==> src/rtl/mem_port_arbiter_pkg.sv <==
// Shared definitions for the I/D cache memory-port arbiter.
// Both caches import this package for the FSM encoding and the default widths.
package mem_port_arbiter_pkg;

    typedef enum logic [1:0] {
        IDLE    = 2'd0,
        GRANT_D = 2'd1,
        GRANT_I = 2'd2
    } arb_state_t;

    localparam int unsigned ADDR_W_DEF     = 28;
    localparam int unsigned BLOCK_W_DEF    = 128;
    localparam int unsigned STARVE_MAX_DEF = 2;

endpackage

==> src/rtl/mem_port_arbiter.sv <==
// Arbitrates one main-memory port between the I-cache and the D-cache.
// D has priority, but I is forced through after STARVE_MAX consecutive D grants.
module mem_port_arbiter
    import mem_port_arbiter_pkg::*;
#(
    parameter int unsigned ADDR_W     = ADDR_W_DEF,
    parameter int unsigned BLOCK_W    = BLOCK_W_DEF,
    parameter int unsigned STARVE_MAX = STARVE_MAX_DEF
) (
    input  logic               CLK,
    input  logic               RESET,

    input  logic               I_READ,
    input  logic [ADDR_W-1:0]  I_ADDR,
    output logic [BLOCK_W-1:0] I_READDATA,
    output logic               I_BUSYWAIT,

    input  logic               D_READ,
    input  logic               D_WRITE,
    input  logic [ADDR_W-1:0]  D_ADDR,
    input  logic [BLOCK_W-1:0] D_WRITEDATA,
    output logic [BLOCK_W-1:0] D_READDATA,
    output logic               D_BUSYWAIT,

    output logic               MEM_READ,
    output logic               MEM_WRITE,
    output logic [ADDR_W-1:0]  MEM_ADDR,
    output logic [BLOCK_W-1:0] MEM_WRITEDATA,
    input  logic [BLOCK_W-1:0] MEM_READDATA,
    input  logic               MEM_ACK
);

    localparam int unsigned CNT_W = (STARVE_MAX < 1) ? 1 : $clog2(STARVE_MAX + 1);
    localparam logic [CNT_W-1:0] STARVE_LIM = CNT_W'(STARVE_MAX);

    arb_state_t         r_state;
    logic [CNT_W-1:0]   r_starve_cnt;
    logic               r_mem_read;
    logic               r_mem_write;
    logic [ADDR_W-1:0]  r_mem_addr;
    logic [BLOCK_W-1:0] r_mem_wdata;

    logic w_d_req;
    logic w_i_starved;

    assign w_d_req     = D_READ | D_WRITE;
    assign w_i_starved = I_READ && (r_starve_cnt == STARVE_LIM);

    always_ff @(posedge CLK) begin
        if (RESET) begin
            r_state      <= IDLE;
            r_starve_cnt <= '0;
            r_mem_read   <= 1'b0;
            r_mem_write  <= 1'b0;
            r_mem_addr   <= '0;
            r_mem_wdata  <= '0;
        end else begin
            unique case (r_state)
                IDLE: begin
                    if (w_d_req && !w_i_starved) begin
                        r_state     <= GRANT_D;
                        r_mem_addr  <= D_ADDR;
                        r_mem_wdata <= D_WRITEDATA;
                        // A simultaneous read is left pending behind the write-back.
                        r_mem_write <= D_WRITE;
                        r_mem_read  <= ~D_WRITE;
                        if (!I_READ) begin
                            r_starve_cnt <= '0;
                        end else if (r_starve_cnt != STARVE_LIM) begin
                            r_starve_cnt <= r_starve_cnt + 1'b1;
                        end
                    end else if (I_READ) begin
                        r_state      <= GRANT_I;
                        r_mem_addr   <= I_ADDR;
                        r_mem_wdata  <= '0;
                        r_mem_write  <= 1'b0;
                        r_mem_read   <= 1'b1;
                        r_starve_cnt <= '0;
                    end
                end
                GRANT_D, GRANT_I: begin
                    // Grant holds until the ack regardless of the requester's lines.
                    if (MEM_ACK) begin
                        r_state     <= IDLE;
                        r_mem_read  <= 1'b0;
                        r_mem_write <= 1'b0;
                    end
                end
                default: begin
                    r_state     <= IDLE;
                    r_mem_read  <= 1'b0;
                    r_mem_write <= 1'b0;
                end
            endcase
        end
    end

    assign MEM_READ      = r_mem_read;
    assign MEM_WRITE     = r_mem_write;
    assign MEM_ADDR      = r_mem_addr;
    assign MEM_WRITEDATA = r_mem_wdata;

    assign I_READDATA = MEM_READDATA;
    assign D_READDATA = MEM_READDATA;

    assign I_BUSYWAIT = I_READ  & ~((r_state == GRANT_I) & MEM_ACK);
    assign D_BUSYWAIT = w_d_req & ~((r_state == GRANT_D) & MEM_ACK);

endmodule
==> config.mk <==
export PLATFORM = sky130hd
export DESIGN_NAME = mem_port_arbiter
export DESIGN_NICKNAME = d
export VERILOG_FILES = /design/src/rtl/mem_port_arbiter_pkg.sv /design/src/rtl/mem_port_arbiter.sv
export SDC_FILE = /design/constraint.sdc
export NUM_CORES = 1
export LEC_CHECK = 0
export BUFFER_PORTS_ARGS = -buffer_cell sky130_fd_sc_hd__buf_2
export CORE_AREA = 4 4 286 288
export CTS_CLUSTER_SIZE = 40
export DETAILED_ROUTE_END_ITERATION = 12
export DIE_AREA = 0 0 290 292
export GPL_ROUTABILITY_DRIVEN = 0
export PLACE_DENSITY = 0.36
export SYNTH_ARGS = -nofsm -noshare
export SYNTH_HDL_FRONTEND = slang
export SYNTH_SLANG_ARGS = --single-unit
==> constraint.sdc <==
create_clock -name CLK -period 1.4 [get_ports CLK]
set_input_delay 0 -clock CLK [delete_from_list [all_inputs] [get_ports CLK]]
set_output_delay 0 -clock CLK [all_outputs]
set_load 0.05 [all_outputs]
==> flow_summary.json, run 1 <==
{
  "final_design_area_no_fill_sq_um": 13100,
  "cts-htree-levels": 4,
  "overflow": 0,
  "grt-busiest-layer": "met2",
  "rrSetupSlack_ps": -130,
  "yosys.area.top_type_share": 0.397,
  "grtUsageTotal": 0.0938,
  "fillCellCount": 8875,
  "antenna_found_initial": 6,
  "period_share": 1.09,
  "route.detailed.drc": 0,
  "synth_area_sq_um": 8170,
  "fin_setup_tns_ps": -5950,
  "status": "finished, violations left",
  "r2r.worst_path.cells": 8,
  "use_met2": 0.165,
  "place_area_sq_um": 9490,
  "firstDrtPassIters": 4,
  "crit_path_max_fanout": 5,
  "cts_sinks": 162,
  "tightestPinTransition_ps": 417,
  "worstSkewPairLatency_ps": 490,
  "io_buffers": 349,
  "skew_ps": 26.1,
  "fmax_mhz": 653,
  "grt_first_pass_wirelength_um": 57800,
  "hold_end": "I_READDATA[105]",
  "start_util": 0.104,
  "syn_to_final_growth_pct": 60.4,
  "gr-usage-met3": 0.0519,
  "drt_iter0_markers": 280,
  "cp-startpoint": "r_state[1]",
  "maxSlewHeadroom": 0.718,
  "core_area_sq_um": 78900,
  "r2r_start": "r_state[1]",
  "die_area_sq_um": 84700,
  "clk_pin_slew_ps": 70,
  "ys_seq_area_frac": 0.397,
  "root_buffer": "clkbuf_16",
  "max_cap_viol_count": 0,
  "grtUsageMet1": 0.0871,
  "power_density_nw_per_um2": 1320,
  "die_y_um": 292,
  "synth_nets": 1221,
  "cts_buffer_depth": 2,
  "antenna_left": 0,
  "dp_cells": 2012,
  "yosysTopAreaCell": "dfxtp_1",
  "ios": 734,
  "crit_path_end_kind": "register",
  "p_total_mw": 17.3,
  "leakage_nw": 5.50,
  "rr_endpoint": "MEM_WRITEDATA[26]",
  "synth.area.top_cells": "dfxtp_1, buf_4, a32oi_1",
  "critical_path_class": "reg -> reg",
  "final_core_util": 0.166,
  "syn_inst": 899,
  "nets": 1526,
  "hold_depth": 0,
  "yosysWarnings": 0,
  "min_from": "MEM_READDATA[105]",
  "fin_crit_ps": 1530,
  "hold_class": "in -> out",
  "arrival_ps": 1890,
  "num_rows": 103,
  "rsz0062_at_grt": "true",
  "dp_hpwl_um": 29400,
  "required_ps": 1760,
  "numCtsBuffers": 17,
  "drt_wl_total_um": 43000,
  "final_hold_viol_count": 0,
  "ys_types": 29,
  "ys_ff_latch": 162,
  "fp.dieW_um": 290,
  "wl_per_cell_um": 19.0,
  "cts_tree": "yes",
  "synth_area_per_cell_sq_um": 9.09,
  "drive_above_1_share": 0.448,
  "setup_viol": 132,
  "crit_path_start_kind": "register",
  "ir_drop_uv": 749,
  "grt_max_degree": 48,
  "multi_input_area_sq_um": 2940,
  "slew_viol_final": 0,
  "vias": 7685,
  "instances_no_fill": 2268,
  "avgViaCountPerCell": 3.39,
  "violations": "negative setup slack",
  "grt_pass1_vias": 8034,
  "fin_ws_ps": -131,
  "area.sequential_sq_um": 3250
}
[where the power goes]
part,total (mW),switching [mW],internal [mW]
sequential,5.45,0.304,5.14
combinational,6.62,4.07,2.55
clock,5.22,2.33,2.88
[through the flow]
step / setup WS (ps) / hold WS, ps
final: -131 / 0.0118
after global routing: -188 / 0.0773
after CTS: -132 / 0.497
after detailed placement: -239 / 0.497
after global placement: -191 / 0.497
after floorplan: -11.2 / 152
[area by class of cell]
class                      instances  share of cell area
timing repair buffer             618               0.380
sequential                       162               0.248
multi-input combinational        401               0.224
tap                             1050               0.100
clock buffer                      18              0.0335
clock inverter                    13              0.0133
inverter                           4             0.00115
antenna                            2            0.000382
[how the worst max path moves through the flow]
stage / slack (ps) / to
6_report: -130 / MEM_WRITEDATA[26]
5_1_grt: -190 / MEM_WRITEDATA[26]
4_1_cts: -130 / MEM_WRITEDATA[63]
3_5_place_dp: -240 / MEM_WRITEDATA[49]
3_3_place_gp: -190 / MEM_WRITEDATA[3]
2_1_floorplan: -10 / MEM_WRITEDATA[37]
[sequential cells by signal (all words and copies together), names as in the netlist]
signal	flops
MEM_WRITEDATA	128
MEM_ADDR	28
r_starve_cnt	2
r_state	2
MEM_READ	1
MEM_WRITE	1
[placed cells by master, fill, tap and decap left out, drive strengths merged, types with 3 or more instances in the layout]
cell type    synthesis  layout
buf                300     423
dlygate4sd3          0     187
dfxtp              162     162
nor2               157     157
a32oi              127     127
nand2               60      60
a311oi              28      28
clkbuf              32      25
inv                  4      10
a21oi                5       5
ha                   4       4
nand2b               3       3
o32ai                3       3
bufinv               0       3
[cell usage after synthesis]
master and number:
buf_4 282, dfxtp_1 162, nor2_1 157, a32oi_1 127, nand2_1 60, clkbuf_1 32, a311oi_2 20, buf_2 11
a311oi_1 8, a21oi_1 5, buf_6 4, ha_1 4, inv_1 4, buf_1 3, nand2b_1 3, o32ai_1 3
nand4_1 2, a21boi_0 1, a21o_1 1, a2bb2oi_4 1, nand3_1 1, nand4b_1 1, nor2b_1 1, nor4b_1 1
o21ai_0 1, o2bb2ai_2 1, o311ai_0 1, o31a_4 1, o31ai_4 1
[metal layers]
metal / wire (um) / share of wire
met5: 26 / 0.00060
met4: 1920 / 0.045
met3: 4500 / 0.10
met2: 21600 / 0.50
met1: 15000 / 0.35
[cell families after synthesis]
group / Yosys count / share of synthesized area
flip-flops: 162 / 0.397
buffers and inverters: 336 / 0.289
AO/OA/AOI/OAI: 171 / 0.201
adder cells (fa/ha/maj): 4 / 0.00612
AND/OR/NAND/NOR: 226 / 0.107
[repair_timing]
| action | in CTS | in global routing |
|---|---|---|
| endpoints found under the hold margin | 161 | 0 |
| hold buffers | 187 | 0 |
| setup buffers | 12 | 8 |
| resized for setup | 41 | 66 |
| setup endpoints to repair | 163 | 163 |
| gates cloned | 6 | 12 |
| pin swaps | 11 | 34 |
[worst max-delay path: stages, from the launching register on]
cell and delay (ps):
dfxtp_2 330, inv_2 80, ha_4 200, o31ai_4 110, buf_12 150, buf_12 140
clkbuf_16 160, a32oi_2 190, nor2_1 70
No activity file was read; power rests on OpenSTA's default activity.
==> run 2, diff against run 1 <==
Settings changed: HOLD_SLACK_MARGIN from default to 0.08.
==> flow_summary.json, run 2 (synthesis results as in run 1) <==
{
  "drt_iter0_markers": 309,
  "final_cell_mix": "buf_2, dlygate4sd3_1, dfxtp_1",
  "syn_to_final_growth_pct": 77.4,
  "start_util": 0.104,
  "hold_class": "in -> reg",
  "grt_max_degree": 48,
  "largest_reg_flops": 128,
  "grt_pass1_vias": 8586,
  "crit_path_max_fanout": 8,
  "io_buffers": 349,
  "period_share": 1.08,
  "power_density_nw_per_um2": 1320,
  "max_cap_viol_count": 0,
  "numCtsBuffers": 17,
  "skew_ps": 27.3,
  "slew_viol_final": 0,
  "core_area_sq_um": 78900,
  "nets": 1657,
  "dp_hpwl_um": 29400,
  "tightestPinTransition_ps": 1160,
  "vias": 8353,
  "ios": 734,
  "cts_buffer_depth": 2,
  "num_rows": 103,
  "maxSlewHeadroom": 0.223,
  "route.detailed.drc": 0,
  "crit_path_end_kind": "register",
  "die_y_um": 292,
  "cts_sinks": 162,
  "wl_per_cell_um": 18.2,
  "grtUsageTotal": 0.0955,
  "antenna_found_initial": 17,
  "root_buffer": "clkbuf_16",
  "final_hold_viol_count": 0,
  "drt_wl_total_um": 43800,
  "critical_path_class": "in -> reg",
  "clk_pin_slew_ps": 80,
  "antenna_left": 0,
  "status": "finished, violations left",
  "die_area_sq_um": 84700,
  "final_common_cell": "buf_2",
  "required_ps": 1800,
  "setup_viol": 130,
  "grt_first_pass_wirelength_um": 59600,
  "fin_ws_ps": -105,
  "crit_path_start_kind": "input pin",
  "firstDrtPassIters": 6,
  "cts_tree": "yes",
  "fmax_mhz": 664,
  "leakage_nw": 6.08,
  "fin_crit_ps": 1510,
  "arrival_ps": 1910,
  "avgViaCountPerCell": 3.47,
  "whs_ps": 158,
  "final_core_util": 0.184,
  "ir_drop_uv": 755,
  "fp.dieW_um": 290,
  "rsz0062_at_grt": "true",
  "worstSkewPairLatency_ps": 490,
  "cts-htree-levels": 4,
  "violations": "negative setup slack",
  "overflow": 0,
  "drive_above_1_share": 0.414
}
[run 2: cell count changes in the layout (fill, tap and decap cells not counted), moves of 3 or more]
cell           change
buf_8              +3
buf_4              +3
a32oi_1            -3
a32oi_2            +3
nor2_2             +8
dlygate4sd3_1    +126
nor2_1             -8
diode_2            +6
[run 2: cell type report]
cell class,count,area [sq um]
antenna,8,20.0
clock buffer,18,439
clock inverter,13,174
fill,8748,64400
inverter,4,15.0
multi-input combinational,401,2980
sequential,162,3250
tap,1050,1310
timing repair buffer,749,6310
[run 2: final timing paths]
path	slack, ps	cells after the start	startpoint	end
hold reg to reg	480	2	MEM_WRITE	MEM_WRITE
setup reg to reg	-90	8	r_starve_cnt[0]	MEM_WRITEDATA[63]
hold / removal	160	5	I_READ	r_starve_cnt[0]
setup / recovery	-110	8	D_READ	MEM_ADDR[14]
[run 2: per-stage QoR]
| stage | setup TNS, ps | cell area [sq um] | worst slack (ps) | power, mW | std cells |
|---|---|---|---|---|---|
| 6_report | -5970 | 14500 | -105 | 19.1 | 2405 |
| 3_5_place_dp | -27860 | 9490 | -239 | 10.7 | 2012 |
| 3_3_place_gp | -23550 | 9490 | -191 | 10.6 | 2012 |
| 2_1_floorplan | -781 | 8190 | -11.2 | 11.0 | 899 |
| 5_1_grt | -18680 | 14500 | -165 | 20.0 | 2401 |
| 4_1_cts | -11280 | 13800 | -132 | 18.8 | 2377 |
[run 2: power breakdown]
group / internal, mW / switching, mW / total, mW
clock network: 2.88 / 2.33 / 5.21
logic: 2.82 / 5.65 / 8.47
registers: 5.14 / 0.311 / 5.45
[run 2: metal layers]
layer	wire [um]	global-route usage
met4	2080	0.0486
met2	22600	0.171
met1	15300	0.0959
met5	27	0
met3	3670	0.0382
[run 2: worst max-delay path: stages]
cell	delay, ps
dlygate4sd3_1	600
buf_4	180
buf_12	140
o31a_4	380
buf_4	170
buf_6	120
buf_4	130
a311oi_2	170
[run 2: timing repair]
action                                 4_1_cts  5_1_grt
setup buffers                               12        8
pin swaps                                   11       30
hold buffers                               316        0
cloned                                       6       12
resized for setup                           41       75
setup endpoints to repair                  163      162
endpoints found under the hold margin      417        0
